<file path="config.mk">
export PLATFORM = sky130hd
export DESIGN_NAME = mc_controller
export DESIGN_NICKNAME = d
export VERILOG_FILES = /design/src/rtl/mc_controller.sv
export SDC_FILE = /design/constraint.sdc
export NUM_CORES = 1
export LEC_CHECK = 0
export BUFFER_PORTS_ARGS = -buffer_cell sky130_fd_sc_hd__buf_2
export CELL_PAD_IN_SITES_DETAIL_PLACEMENT = 2
export CELL_PAD_IN_SITES_GLOBAL_PLACEMENT = 2
export CORE_AREA = 2 2 69 71
export DETAILED_ROUTE_END_ITERATION = 8
export DIE_AREA = 0 0 71 73
export GPL_TIMING_DRIVEN = 0
export PLACE_DENSITY = 0.84
export SLEW_MARGIN = 20
export SYNTH_ARGS = -nofsm -noshare
export SYNTH_HDL_FRONTEND = slang
export SYNTH_SLANG_ARGS = --single-unit
</file>
<file path="constraint.sdc">
create_clock -name clk -period 3.9 [get_ports clk]
set_input_delay 0.585 -clock clk [delete_from_list [all_inputs] [get_ports clk]]
set_output_delay 0.585 -clock clk [all_outputs]
set_load 0.05 [all_outputs]
</file>
<file path="src/rtl/mc_controller.sv">
// Multicycle control FSM for the RV32I core: sequences the shared ALU, register file
// and unified memory, with a memory-ready stall, a wait timeout and a sticky trap state.
module mc_controller #(
    parameter int unsigned WAIT_LIMIT = 255
) (
    input  logic       clk,
    input  logic       reset,
    input  logic [6:0] opcode,
    input  logic [2:0] funct3,
    input  logic       funct7b5,
    input  logic       Zero,
    input  logic       mem_ready,
    output logic       mem_req,
    output logic       MemWrite,
    output logic       AdrSrc,
    output logic       IRWrite,
    output logic       PCWrite,
    output logic       RegWrite,
    output logic [1:0] ResultSrc,
    output logic [1:0] ALUSrcA,
    output logic [1:0] ALUSrcB,
    output logic [2:0] ImmSrc,
    output logic [3:0] ALUControl,
    output logic       trap,
    output logic [3:0] state
);

    localparam int unsigned CW = (WAIT_LIMIT > 0) ? $clog2(WAIT_LIMIT + 1) : 1;
    localparam logic [CW-1:0] LIMIT_M1 = CW'(WAIT_LIMIT - 1);

    localparam logic [6:0] OP_LOAD  = 7'b0000011;
    localparam logic [6:0] OP_STORE = 7'b0100011;
    localparam logic [6:0] OP_R     = 7'b0110011;
    localparam logic [6:0] OP_I     = 7'b0010011;
    localparam logic [6:0] OP_BR    = 7'b1100011;
    localparam logic [6:0] OP_JAL   = 7'b1101111;
    localparam logic [6:0] OP_JALR  = 7'b1100111;
    localparam logic [6:0] OP_LUI   = 7'b0110111;
    localparam logic [6:0] OP_AUIPC = 7'b0010111;

    localparam logic [3:0] A_ADD  = 4'b0000;
    localparam logic [3:0] A_SUB  = 4'b0001;
    localparam logic [3:0] A_AND  = 4'b0010;
    localparam logic [3:0] A_OR   = 4'b0011;
    localparam logic [3:0] A_XOR  = 4'b0100;
    localparam logic [3:0] A_SLT  = 4'b0101;
    localparam logic [3:0] A_SLTU = 4'b0110;
    localparam logic [3:0] A_SLL  = 4'b0111;
    localparam logic [3:0] A_SRL  = 4'b1000;
    localparam logic [3:0] A_SRA  = 4'b1001;

    typedef enum logic [3:0] {
        FETCH    = 4'd0,
        DECODE   = 4'd1,
        MEMADR   = 4'd2,
        MEMREAD  = 4'd3,
        MEMWB    = 4'd4,
        MEMWRITE = 4'd5,
        EXECR    = 4'd6,
        EXECI    = 4'd7,
        ALUWB    = 4'd8,
        BRANCH   = 4'd9,
        JAL      = 4'd10,
        JALR     = 4'd11,
        JALRLINK = 4'd12,
        UPPER    = 4'd13,
        TRAP     = 4'd14
    } state_e;

    state_e        state_q, state_d;
    logic [CW-1:0] wait_q, wait_d;

    always_ff @(posedge clk or negedge reset) begin
        if (!reset) begin
            state_q <= FETCH;
            wait_q  <= '0;
        end else begin
            state_q <= state_d;
            wait_q  <= wait_d;
        end
    end

    always_comb begin
        state_d    = state_q;
        wait_d     = '0;
        mem_req    = 1'b0;
        MemWrite   = 1'b0;
        AdrSrc     = 1'b0;
        IRWrite    = 1'b0;
        PCWrite    = 1'b0;
        RegWrite   = 1'b0;
        ResultSrc  = 2'b00;
        ALUSrcA    = 2'b00;
        ALUSrcB    = 2'b00;
        ImmSrc     = 3'b000;
        ALUControl = A_ADD;
        trap       = 1'b0;
        state      = state_q;

        case (state_q)
            FETCH: begin
                mem_req   = 1'b1;
                ALUSrcB   = 2'b10;
                ResultSrc = 2'b10;
                IRWrite   = mem_ready;
                PCWrite   = mem_ready;
                if (mem_ready) state_d = DECODE;
            end
            DECODE: begin
                ALUSrcA = 2'b01;
                ALUSrcB = 2'b01;
                ImmSrc  = (opcode == OP_JAL) ? 3'b011 : 3'b010;
                case (opcode)
                    OP_LOAD, OP_STORE: state_d = MEMADR;
                    OP_R:              state_d = EXECR;
                    OP_I:              state_d = EXECI;
                    OP_BR:             state_d = BRANCH;
                    OP_JAL:            state_d = JAL;
                    OP_JALR:           state_d = JALR;
                    OP_LUI, OP_AUIPC:  state_d = UPPER;
                    default:           state_d = TRAP;
                endcase
            end
            MEMADR: begin
                ALUSrcA = 2'b10;
                ALUSrcB = 2'b01;
                ImmSrc  = opcode[5] ? 3'b001 : 3'b000;
                state_d = opcode[5] ? MEMWRITE : MEMREAD;
            end
            MEMREAD: begin
                mem_req = 1'b1;
                AdrSrc  = 1'b1;
                if (mem_ready) state_d = MEMWB;
            end
            MEMWB: begin
                ResultSrc = 2'b01;
                RegWrite  = 1'b1;
                state_d   = FETCH;
            end
            MEMWRITE: begin
                mem_req  = 1'b1;
                MemWrite = 1'b1;
                AdrSrc   = 1'b1;
                if (mem_ready) state_d = FETCH;
            end
            EXECR, EXECI: begin
                ALUSrcA = 2'b10;
                ALUSrcB = (state_q == EXECI) ? 2'b01 : 2'b00;
                state_d = ALUWB;
                case (funct3)
                    3'b000:  ALUControl = (state_q == EXECR && funct7b5) ? A_SUB : A_ADD;
                    3'b001:  ALUControl = A_SLL;
                    3'b010:  ALUControl = A_SLT;
                    3'b011:  ALUControl = A_SLTU;
                    3'b100:  ALUControl = A_XOR;
                    3'b101:  ALUControl = funct7b5 ? A_SRA : A_SRL;
                    3'b110:  ALUControl = A_OR;
                    default: ALUControl = A_AND;
                endcase
            end
            ALUWB: begin
                RegWrite = 1'b1;
                state_d  = FETCH;
            end
            BRANCH: begin
                ALUSrcA = 2'b10;
                state_d = FETCH;
                // funct3[0] selects taken-on-Zero vs taken-on-!Zero, inverted for beq/bne
                case (funct3)
                    3'b000: begin ALUControl = A_SUB;  PCWrite = Zero;  end
                    3'b001: begin ALUControl = A_SUB;  PCWrite = !Zero; end
                    3'b100: begin ALUControl = A_SLT;  PCWrite = !Zero; end
                    3'b101: begin ALUControl = A_SLT;  PCWrite = Zero;  end
                    3'b110: begin ALUControl = A_SLTU; PCWrite = !Zero; end
                    3'b111: begin ALUControl = A_SLTU; PCWrite = Zero;  end
                    default: state_d = TRAP;
                endcase
            end
            JAL, JALRLINK: begin
                ALUSrcA = 2'b01;
                ALUSrcB = 2'b10;
                PCWrite = 1'b1;
                state_d = ALUWB;
            end
            JALR: begin
                ALUSrcA = 2'b10;
                ALUSrcB = 2'b01;
                state_d = JALRLINK;
            end
            UPPER: begin
                ImmSrc = 3'b100;
                if (opcode[5]) begin
                    ResultSrc = 2'b11;
                    RegWrite  = 1'b1;
                    state_d   = FETCH;
                end else begin
                    ALUSrcA = 2'b01;
                    ALUSrcB = 2'b01;
                    state_d = ALUWB;
                end
            end
            TRAP: trap = 1'b1;
            default: state_d = TRAP;
        endcase

        // The counter tops out one short of the limit; the stall that would reach it traps instead.
        if (mem_req && !mem_ready) begin
            if (WAIT_LIMIT != 0 && wait_q == LIMIT_M1) state_d = TRAP;
            else wait_d = wait_q + 1'b1;
        end

        if (!reset) begin
            mem_req    = 1'b0;
            MemWrite   = 1'b0;
            AdrSrc     = 1'b0;
            IRWrite    = 1'b0;
            PCWrite    = 1'b0;
            RegWrite   = 1'b0;
            ResultSrc  = 2'b00;
            ALUSrcA    = 2'b00;
            ALUSrcB    = 2'b00;
            ImmSrc     = 3'b000;
            ALUControl = 4'b0000;
            trap       = 1'b0;
            state      = 4'b0000;
        end
    end

endmodule

</file>
# Word-level counts from Yosys, hierarchy flattened
# Index checks and enable logic that the tools add are counted.
[totals]
wordCells = 106
output_inout_bits = 24
in_bits = 15
reg_bits = 12
[classes]
n_reduce_logical = 24
mux = 48
add_sub_neg = 1
eq_ne = 31
[ops]
columns = ["op", "count"]
rows = [
  ["one-hot mux 4 bit (7 select lines)", 2],
  ["one-hot mux 4 bit (11 select lines)", 1],
  ["2-to-1 mux 4 bit", 9],
  ["== test 4 bit, second input constant", 7],
  ["== test 7 x 6 -> 1 bit, second input constant", 3],
  ["== test 7 bit, second input constant", 3],
  ["2-to-1 mux 1 bit", 19],
  ["one-hot mux 3 bit (3 select lines)", 2],
  ["OR reduction 2 bit", 9],
  ["OR reduction 3 bit", 6],
  ["== test 4 x 3 -> 1 bit, second input constant", 4],
  ["2-to-1 mux 8 bit", 2],
  ["== test 7 x 5 -> 1 bit, second input constant", 2],
  ["== test 3 bit, second input constant", 4],
  ["one-hot mux 2 bit (3 select lines)", 2],
  ["adder 8 x 1 -> 8 bit, second input constant", 1],
  ["== test 4 x 2 -> 1 bit, second input constant", 2],
  ["== test 8 bit, second input constant", 1],
  ["2-to-1 mux 2 bit", 4],
  ["one-hot mux 2 bit (4 select lines)", 1],
  ["one-hot mux 4 bit (2 select lines)", 1],
  ["== test 7 x 2 -> 1 bit, second input constant", 1],
  ["== test 3 x 2 -> 1 bit, second input constant", 2],
  ["2-to-1 mux 3 bit", 2],
  ["other kinds (11)", 14],
]

# Longest topological paths before layout
# Gate-level depths: netlist of run 1.
[logic_depth]
ltp_word = 6
mapped_depth = 6
mapped_depth_nobuf = 5

# Worst setup path after synthesis of run 1
# Ideal clock, no wire load.
[synth_path]
path_kind = "register to output"
from = "register state_q[1]"
to = "output IRWrite"
path_buffers = 2
t_required_ns = 3.315
path_slack_ns = 1.014
stages_incl_launch_ff = 5
arrival_time_ns = 2.301
cell_sequence = "dfrtp_1 > buf_6 > buf_2 > nand2b_1 > nor4_1"
[synth_via]
elab_chain_len = 3
[synth_lines]
columns = ["item", "line", "text"]
rows = [
  ["start: declaration", "70", "state_e state_q, state_d;"],
  ["start signal: assignment", "78", "state_q <= state_d;"],
  ["logical NOT 4 bit", "100", "case (state_q)"],
  ["2-to-1 mux 1 bit", "100", ""],
  ["2-to-1 mux 1 bit", "212", "if (!reset) begin"],
  ["end: declaration", "16", "output logic IRWrite,"],
]
# No other way between the ends.

# Final worst setup path of run 1
[layout_path]
from = "register state_q[3]"
to = "output ALUControl[2]"
[layout_via]
elab_chain_len = 4
word_cells_on_any_way = 6
cone_classes = "3 x eq/ne; 2 x mux; 1 x reduce/logical"
[layout_lines]
columns = ["item", "line", "text"]
rows = [
  ["== test 4 x 3 -> 1 bit", "100", ""],
  ["OR reduction 2 bit", "100", ""],
  ["one-hot mux 4 bit (2 select lines) *", "100", ""],
  ["2-to-1 mux 4 bit *", "212", ""],
  ["end: declaration", "23", "output logic [3:0] ALUControl,"],
]
# Mark *: on every way between the ends. The rest lies on a longest branch, timed or not.

==> results of run 1 <==
-- how the worst max path moves through the flow --
stage | endpoint | start
after global placement | PCWrite | reset
after floorplan | IRWrite | state_q[1]
after global routing | PCWrite | reset
after detailed placement | PCWrite | reset
final | ALUControl[2] | state_q[3]
after CTS | ALUSrcB[0] | state_q[1]
-- layer usage --
layer / up-vias / global-route usage / share of wire
li1: 683 / - / -
met1: 659 / 0.220 / 0.45
met2: 22 / 0.293 / 0.51
met3: 5 / 0.0166 / 0.026
met4: 0 / 0.0503 / 0.012
met5: - / 0 / 0
-- Yosys cell counts (2+ instances only) --
cell type  count
a21oi_1        7
buf_2          5
mux2i_1        2
nand2b_1       6
and2_1         5
nand4_1        2
nand3_1        7
xnor2_1        2
and2b_2        2
ha_1           2
nor4_1         2
clkbuf_1       2
o21ai_0        8
o22ai_1        2
o311a_1        2
nor3b_1        2
inv_1          6
or3_1          2
nor2b_1        9
nor3_1         4
a211oi_1       2
buf_6          3
and3_1         4
and4_1         3
dfrtp_1       12
nand2_1       13
xor2_1         5
nor2_1        22
-- sequential cells by signal, summed over array words and instances, names as in the netlist --
register	flops
state_q	4
wait_q	8
-- layout by cell type (no fill, tap or decap), types with 6 or more instances in the layout --
master,netlist,routed
buf_2,5,42
nor2_1,22,22
nand2_1,13,13
dfrtp_1,12,12
nor2b_1,9,9
o21ai_0,8,8
a21oi_1,7,7
nand3_1,7,7
inv_1,6,6
nand2b_1,6,6
-- power groups by stage --
| stage | Sequential (mW) | Clock [mW] | Combinational (mW) |
|---|---|---|---|
| detailed placement | 0.180 | 0 | 0.751 |
| global route | 0.182 | 0.148 | 0.810 |
| global placement | 0.179 | 0 | 0.736 |
| CTS | 0.178 | 0.146 | 0.753 |
| finish | 0.178 | 0.139 | 0.746 |
| floorplan | 0.172 | 0 | 0.578 |
-- per-stage QoR --
stage	area [µm²]	hold slack, ps
finish	1640	236
global route	1640	247
detailed placement	1580	505
global placement	1580	495
CTS	1640	234
floorplan	1330	289
-- critical path: stages (launching register included) --
cell	delay [ps]
dfrtp_1	390
buf_2	180
nor2b_1	270
nand2_1	160
o21ai_0	190
o311a_1	180
buf_2	250
-- cells by family after synthesis --
| kind of cell | count (synthesis) | share of synthesized area |
|---|---|---|
| buf+inv | 17 | 0.0724 |
| compound gates | 36 | 0.195 |
| flops | 12 | 0.226 |
| simple gates | 90 | 0.381 |
| xor+xnor | 8 | 0.0668 |
| fa+ha+maj | 2 | 0.0188 |
| mux | 4 | 0.0405 |
-- final cells by class --
cell class,count,area share
inverters,6,0.0138
clock buffers,4,0.0336
repair buffers,37,0.113
plain buffers,11,0.0451
flip-flops and latches,12,0.183
well taps,54,0.0413
multi-input cells,140,0.570
==> results_dict.tcl, run 1 <==
set metrics [dict create \
    status "complete, no violations" \
    fin_setup_tns_ps 0 \
    cts_tree "done" \
    p_leak_nw 0.779 \
    p_sw_frac 0.546 \
    critPathLaunchType "flop" \
    skew_ps 1.10 \
    routed_wl_um 4220 \
    drt_pass1_iterations 4 \
    path_max_fanout 10 \
    grt_setup_unrepaired "false" \
    synth.ff_latch_count 12 \
    r2r_end "state_q[0]" \
    timing.rr.start "state_q[3]" \
    cts_max_path_buffers 2 \
    cts_made_buffers 3 \
    root_buffer "clkbuf_8" \
    period_minus_slack_ps 2460 \
    drive_above_1_share 0.286 \
    seqPwrFrac 0.168 \
    fin_crit_sh 0.632 \
    nFillCells 566 \
    clkPwrFrac 0.131 \
    grt_max_degree 16 \
    power_frac_comb 0.702 \
    core_area_mm2 0.00454 \
    post-route-util 0.361 \
    vias_per_cell 5.19 \
    synth_cells 169 \
    post-place-ws_ps 1410 \
    cts_resized 0 \
    synth_largest_area_cell "dfrtp_1" \
    clk_latency_ps 250 \
    regArea_um2 300 \
    overflow 0 \
    reg2reg_depth 5 \
    drv_slew 0 \
    yosysTopAreaCellShare 0.226 \
    io_buffers 37 \
    wire_per_inst_um 16.0 \
    row_count 25 \
    die-height_um 73 \
    max_freq_mhz 406 \
    hold_viol 0 \
    setup.worst_path.end_class "output pin" \
    synthArstFlopShare 1.00 \
    setup_viol 0 \
    clk_pin_slew_ps 50 \
    ys_types 54 \
    grt_pass1_wl_um 6820 \
    postCtsSetupRepairBufs 0 \
    r2r_slack_ps 2400 \
    hpwl_um 3300 \
    drt_iter0_markers 88 \
    num_vias 1369 \
    antenna_found_initial 0 \
    setup_ws_ps 1440 \
    maxCapViolCount 0 \
    synth_edf_count 0 \
    grt_usage 0.168 \
    syn_area_mm2 0.00133 \
    drc 0 \
    pwr_density_cell_mw_per_mm2 649 \
    crit_required_ps 3310 \
    dp_cells 260 \
    synth_nets 186 \
    io_pins 39 \
    num-nets-final 228 \
    clock-sinks 12 \
    cts_hold_buf 0 \
    synthTopCellsByArea "dfrtp_1 23%, nor2_1 6.2%, nor2b_1 4.2%" \
    final_cell_count_no_fill 264 \
    gp_congestion 0.796 \
    syn_area_per_cell_um2 7.87 \
    relSlewSlack 0.703 \
    ys_seq_area_frac 0.226 \
    ir_worst_vdd_v 0.000196 \
    p_total_mw 1.06 \
    hp-class "input port to asynchronous set/reset pin" \
    switching_power_uw 580 \
    area_growth_pct 23.1 \
    yosysWarnings 0 \
    n_antenna_cell 0 \
    htree_levels 1 \
    start_util 0.293 \
    first_global_vias 1300 \
    ant_nets 0 \
    dieArea_mm2 0.00518 \
    intPower_uw 483 \
    crit_arrival_ps 1880 \
    crit_type "flop to output pin" \
    die_w_um 71 \
    synth-main-ff-cell "dfrtp_1" \
    multi_input_area_um2 933 \
    tightest_slew_ps 435 \
]
Power figures use the tool's default switching activity.
==> run 2: changes to the inputs <==
- CORE_AREA: 2 2 69 71 -> 2 2 71 73
- DIE_AREA: 0 0 71 73 -> 0 0 73 75
- PLACE_DENSITY: 0.84 -> 0.8
- clock period: 3.9 -> 2.58 ns (I/O delays scaled with it)
==> results_dict.tcl, run 2 (synthesized netlist as in run 1, its figures left out) <==
set metrics [dict create \
    largest_reg_flops 8 \
    cts_resized 0 \
    setup.worst_path.end_class "output pin" \
    root_buffer "clkbuf_8" \
    status "complete, no violations" \
    antenna_found_initial 0 \
    timing.rr.start "state_q[0]" \
    hp-class "input port to asynchronous set/reset pin" \
    layout_commonest_cell "buf_2" \
    routed_wl_um 4120 \
    grt_setup_unrepaired "false" \
    ir_worst_vdd_v 0.000390 \
    pwr_density_cell_mw_per_mm2 955 \
    fin_crit_sh 0.875 \
    io_pins 39 \
    grt_max_degree 16 \
    crit_type "flop to output pin" \
    critPathLaunchType "flop" \
    vias_per_cell 5.25 \
    io_buffers 37 \
    row_count 25 \
    crit_required_ps 2190 \
    die-height_um 75 \
    skew_ps 2.27 \
    overflow 0 \
    postCtsSetupRepairBufs 0 \
    setup_viol 0 \
    clock-sinks 12 \
    setup_ws_ps 323 \
    cts_hold_buf 0 \
    die_w_um 73 \
    dieArea_mm2 0.00548 \
    hpwl_um 3260 \
    cts_max_path_buffers 2 \
    max_freq_mhz 443 \
    drt_iter0_markers 34 \
    wire_per_inst_um 15.6 \
    drive_above_1_share 0.287 \
    multi_input_area_um2 940 \
    tightest_slew_ps 463 \
    htree_levels 1 \
    regArea_um2 300 \
    top_register "wait_q" \
    drt_pass1_iterations 4 \
    core_area_mm2 0.00466 \
    drc 0 \
    grt_pass1_wl_um 6700 \
    relSlewSlack 0.692 \
    gp_congestion 0.814 \
    n_antenna_cell 0 \
    grt_usage 0.156 \
    first_global_vias 1357 \
    clk_latency_ps 230 \
    cts_made_buffers 3 \
    hold_viol 0 \
    cts_tree "done" \
    reg_top3 "wait_q (8), state_q (4)" \
    clk_pin_slew_ps 50 \
    post-route-util 0.350 \
    post-place-ws_ps 481 \
    fin_setup_tns_ps 0 \
    crit_start "state_q[3]" \
    drv_slew 0 \
    maxCapViolCount 0 \
    num_vias 1381 \
    most-common-layout-cells "42 x buf_2, 22 x nor2_1, 13 x nand2_1" \
    ant_nets 0 \
    start_util 0.285 \
    nFillCells 566 \
    crit_arrival_ps 1870 \
    period_minus_slack_ps 2260 \
    p_total_mw 1.56 \
    path_max_fanout 10 \
    p_leak_nw 0.772 \
    num-nets-final 228 \
    area_growth_pct 22.6 \
]
## run 2: cell count changes in the layout (fill, tap and decap cells not counted)
| cell | before | now |
|---|---|---|
| clkbuf_8 | 4 | 3 |
| nor4_1 | 2 | 1 |
| nor4_2 | 0 | 1 |
## run 2: routing by layer
metal,global-route usage,part of all wire,up-vias
met5,0,0,-
met4,0.0185,0,0
met3,0.0201,0.026,0
met2,0.278,0.50,23
met1,0.208,0.47,673
li1,-,-,685
## run 2: stage by stage
step	instance area, µm²	hold WS [ps]	cells
2_1_floorplan	1340	91.4	169
3_3_place_gp	1590	299	260
3_5_place_dp	1590	307	260
4_1_cts	1630	55.3	263
5_1_grt	1630	58.2	263
6_report	1630	47.4	263
## run 2: power by group
group	internal, mW	switching, mW	leakage [nW]
registers	0.226	0.0434	0.163
logic	0.370	0.757	0.588
clock network	0.102	0.0590	0.0216
total	0.698	0.859	0.772
## run 2: final timing paths
| kind | slack (ps) | end | cells after the start |
|---|---|---|---|
| min in group clk | 530 | state_q[3] | 3 |
| max reg2reg | 1120 | state_q[3] | 5 |
| max | 320 | ImmSrc[0] | 6 |
| min reg2reg | 550 | wait_q[0] | 1 |
| min | 50 | wait_q[1] | 1 |
| max in group asynchronous | 2280 | state_q[2] | 1 |
## run 2: critical path, cell delays in order (launching register included)
cell     delay [ps]
dfrtp_1         390
buf_2           190
or2_1           310
nor2_1          240
a32oi_1         140
nor2b_1         110
buf_2           260
## run 2: final cells by class
cell class | count | area share
buffer | 11 | 0.0453
clock buffer | 3 | 0.0253
inverter | 6 | 0.0138
multi-input combinational | 140 | 0.576
sequential | 12 | 0.184
tap | 54 | 0.0414
timing repair buffer | 37 | 0.114
==> run 3: changes to the inputs <==
- CORE_AREA: 2 2 71 73 -> 2 2 79 66
- DIE_AREA: 0 0 73 75 -> 0 0 81 68
==> results_dict.tcl, run 3 (synthesized netlist as in run 1, its figures left out) <==
set metrics [dict create \
    grt_pass1_wl_um 6890 \
    switching_power_uw 867 \
    fin_setup_tns_ps 0 \
    first_global_vias 1362 \
    antenna_found_initial 0 \
    power_frac_comb 0.706 \
    dieArea_mm2 0.00551 \
    path_max_fanout 10 \
    top_register "wait_q" \
    p_total_mw 1.60 \
    setup.worst_path.end_class "output pin" \
    final_cell_count_no_fill 272 \
    setup_viol 0 \
    crit_required_ps 2190 \
    fin_hold_ws_ps 37.9 \
    routed.top_layer "met3" \
    drive_above_1_share 0.290 \
    crit_arrival_ps 1900 \
    layout_commonest_cell "buf_2" \
    clk_pin_slew_ps 50 \
    p_sw_frac 0.543 \
    core_area_mm2 0.00478 \
    root_buffer "clkbuf_8" \
    area_growth_pct 24.4 \
    period_minus_slack_ps 2290 \
    cts_made_buffers 3 \
    status "complete, no violations" \
    drc 0 \
    gp_congestion 0.786 \
    clkPwrFrac 0.126 \
    max_freq_mhz 437 \
    intPower_uw 730 \
    die_w_um 81 \
    start_util 0.278 \
    die-height_um 68 \
    drt-met1-wl_um 2060 \
    routed_wl_um 4130 \
    num-nets-final 228 \
    wire_per_inst_um 15.2 \
    most-common-layout-cells "42 x buf_2, 22 x nor2_1, 13 x nand2_1" \
    post-place-ws_ps 507 \
    io_buffers 37 \
    drv_slew 0 \
    crit_type "flop to output pin" \
    hold_viol 0 \
    seqPwrFrac 0.168 \
    setup_ws_ps 292 \
    critPathLaunchType "flop" \
    htree_levels 1 \
    postCtsSetupRepairBufs 0 \
    grt_usage 0.159 \
    relSlewSlack 0.685 \
    fin_crit_sh 0.887 \
    tightest_slew_ps 461 \
    ant_nets 0 \
    dr_wl_met2_um 1930 \
    drt_pass1_iterations 4 \
    num_vias 1373 \
    largest_reg_flops 8 \
    grt_max_degree 16 \
    skew_ps 3.92 \
    dp_cells 268 \
    cts_resized 0 \
    wl_met3_um 136 \
    clock-sinks 12 \
    grt_setup_unrepaired "false" \
    cts_hold_buf 0 \
    row_count 23 \
    ir_worst_vdd_v 0.000401 \
    hpwl_um 3320 \
    clk_latency_ps 240 \
    cts_max_path_buffers 2 \
    n_antenna_cell 0 \
    maxCapViolCount 0 \
    p_leak_nw 0.779 \
    hp-class "input port to asynchronous set/reset pin" \
    overflow 0 \
    io_pins 39 \
    nFillCells 601 \
    cts_tree "done" \
    vias_per_cell 5.05 \
    pwr_density_cell_mw_per_mm2 966 \
    reg_top3 "wait_q (8), state_q (4)" \
    drt_iter0_markers 51 \
]
-- run 3: worst max-delay path: stages (launching register included) --
cell,delay [ps]
dfrtp_1,390
buf_2,200
nor2b_1,260
and2_1,220
o211ai_1,90
a21boi_0,200
buf_2,300
-- run 3: per-stage QoR --
step	instance area, µm²	util
after global placement	1600	0.335
final	1650	0.346
after detailed placement	1600	0.335
after floorplan	1340	-
after global routing	1650	0.346
after CTS	1650	0.346
-- run 3: worst paths after layout --
check	cells after the start	endpoint	startpoint	slack, ps
min in group clk	3	state_q[3]	opcode[6]	540
max in group asynchronous	1	state_q[1]	reset	2300
hold reg to reg	1	wait_q[0]	wait_q[0]	540
setup reg to reg	5	state_q[3]	state_q[0]	1070
setup / recovery	6	ALUControl[1]	state_q[3]	290
hold / removal	1	wait_q[7]	reset	40
-- run 3: power by group through the flow --
stage | logic (mW) | clock network [mW] | registers, mW
floorplan | 0.878 | 0 | 0.259
global placement | 1.12 | 0 | 0.271
detailed placement | 1.14 | 0 | 0.273
CTS | 1.14 | 0.209 | 0.270
global route | 1.23 | 0.220 | 0.277
finish | 1.13 | 0.201 | 0.268
-- run 3: area by class of cell --
class | instances | area, µm² | area share
Clock buffer | 4 | 55.1 | 0.0333
Tap cell | 62 | 77.6 | 0.0469
Multi-Input combinational cell | 140 | 940 | 0.568
Timing Repair Buffer | 37 | 185 | 0.112
Inverter | 6 | 22.5 | 0.0136
Sequential cell | 12 | 300 | 0.182
Buffer | 11 | 73.8 | 0.0446
-- run 3: per-layer routing --
layer	vias up	global-route usage
met1	662	0.223
met3	0	0.0132
met4	0	0.00636
li1	687	-
met5	-	0
met2	24	0.283
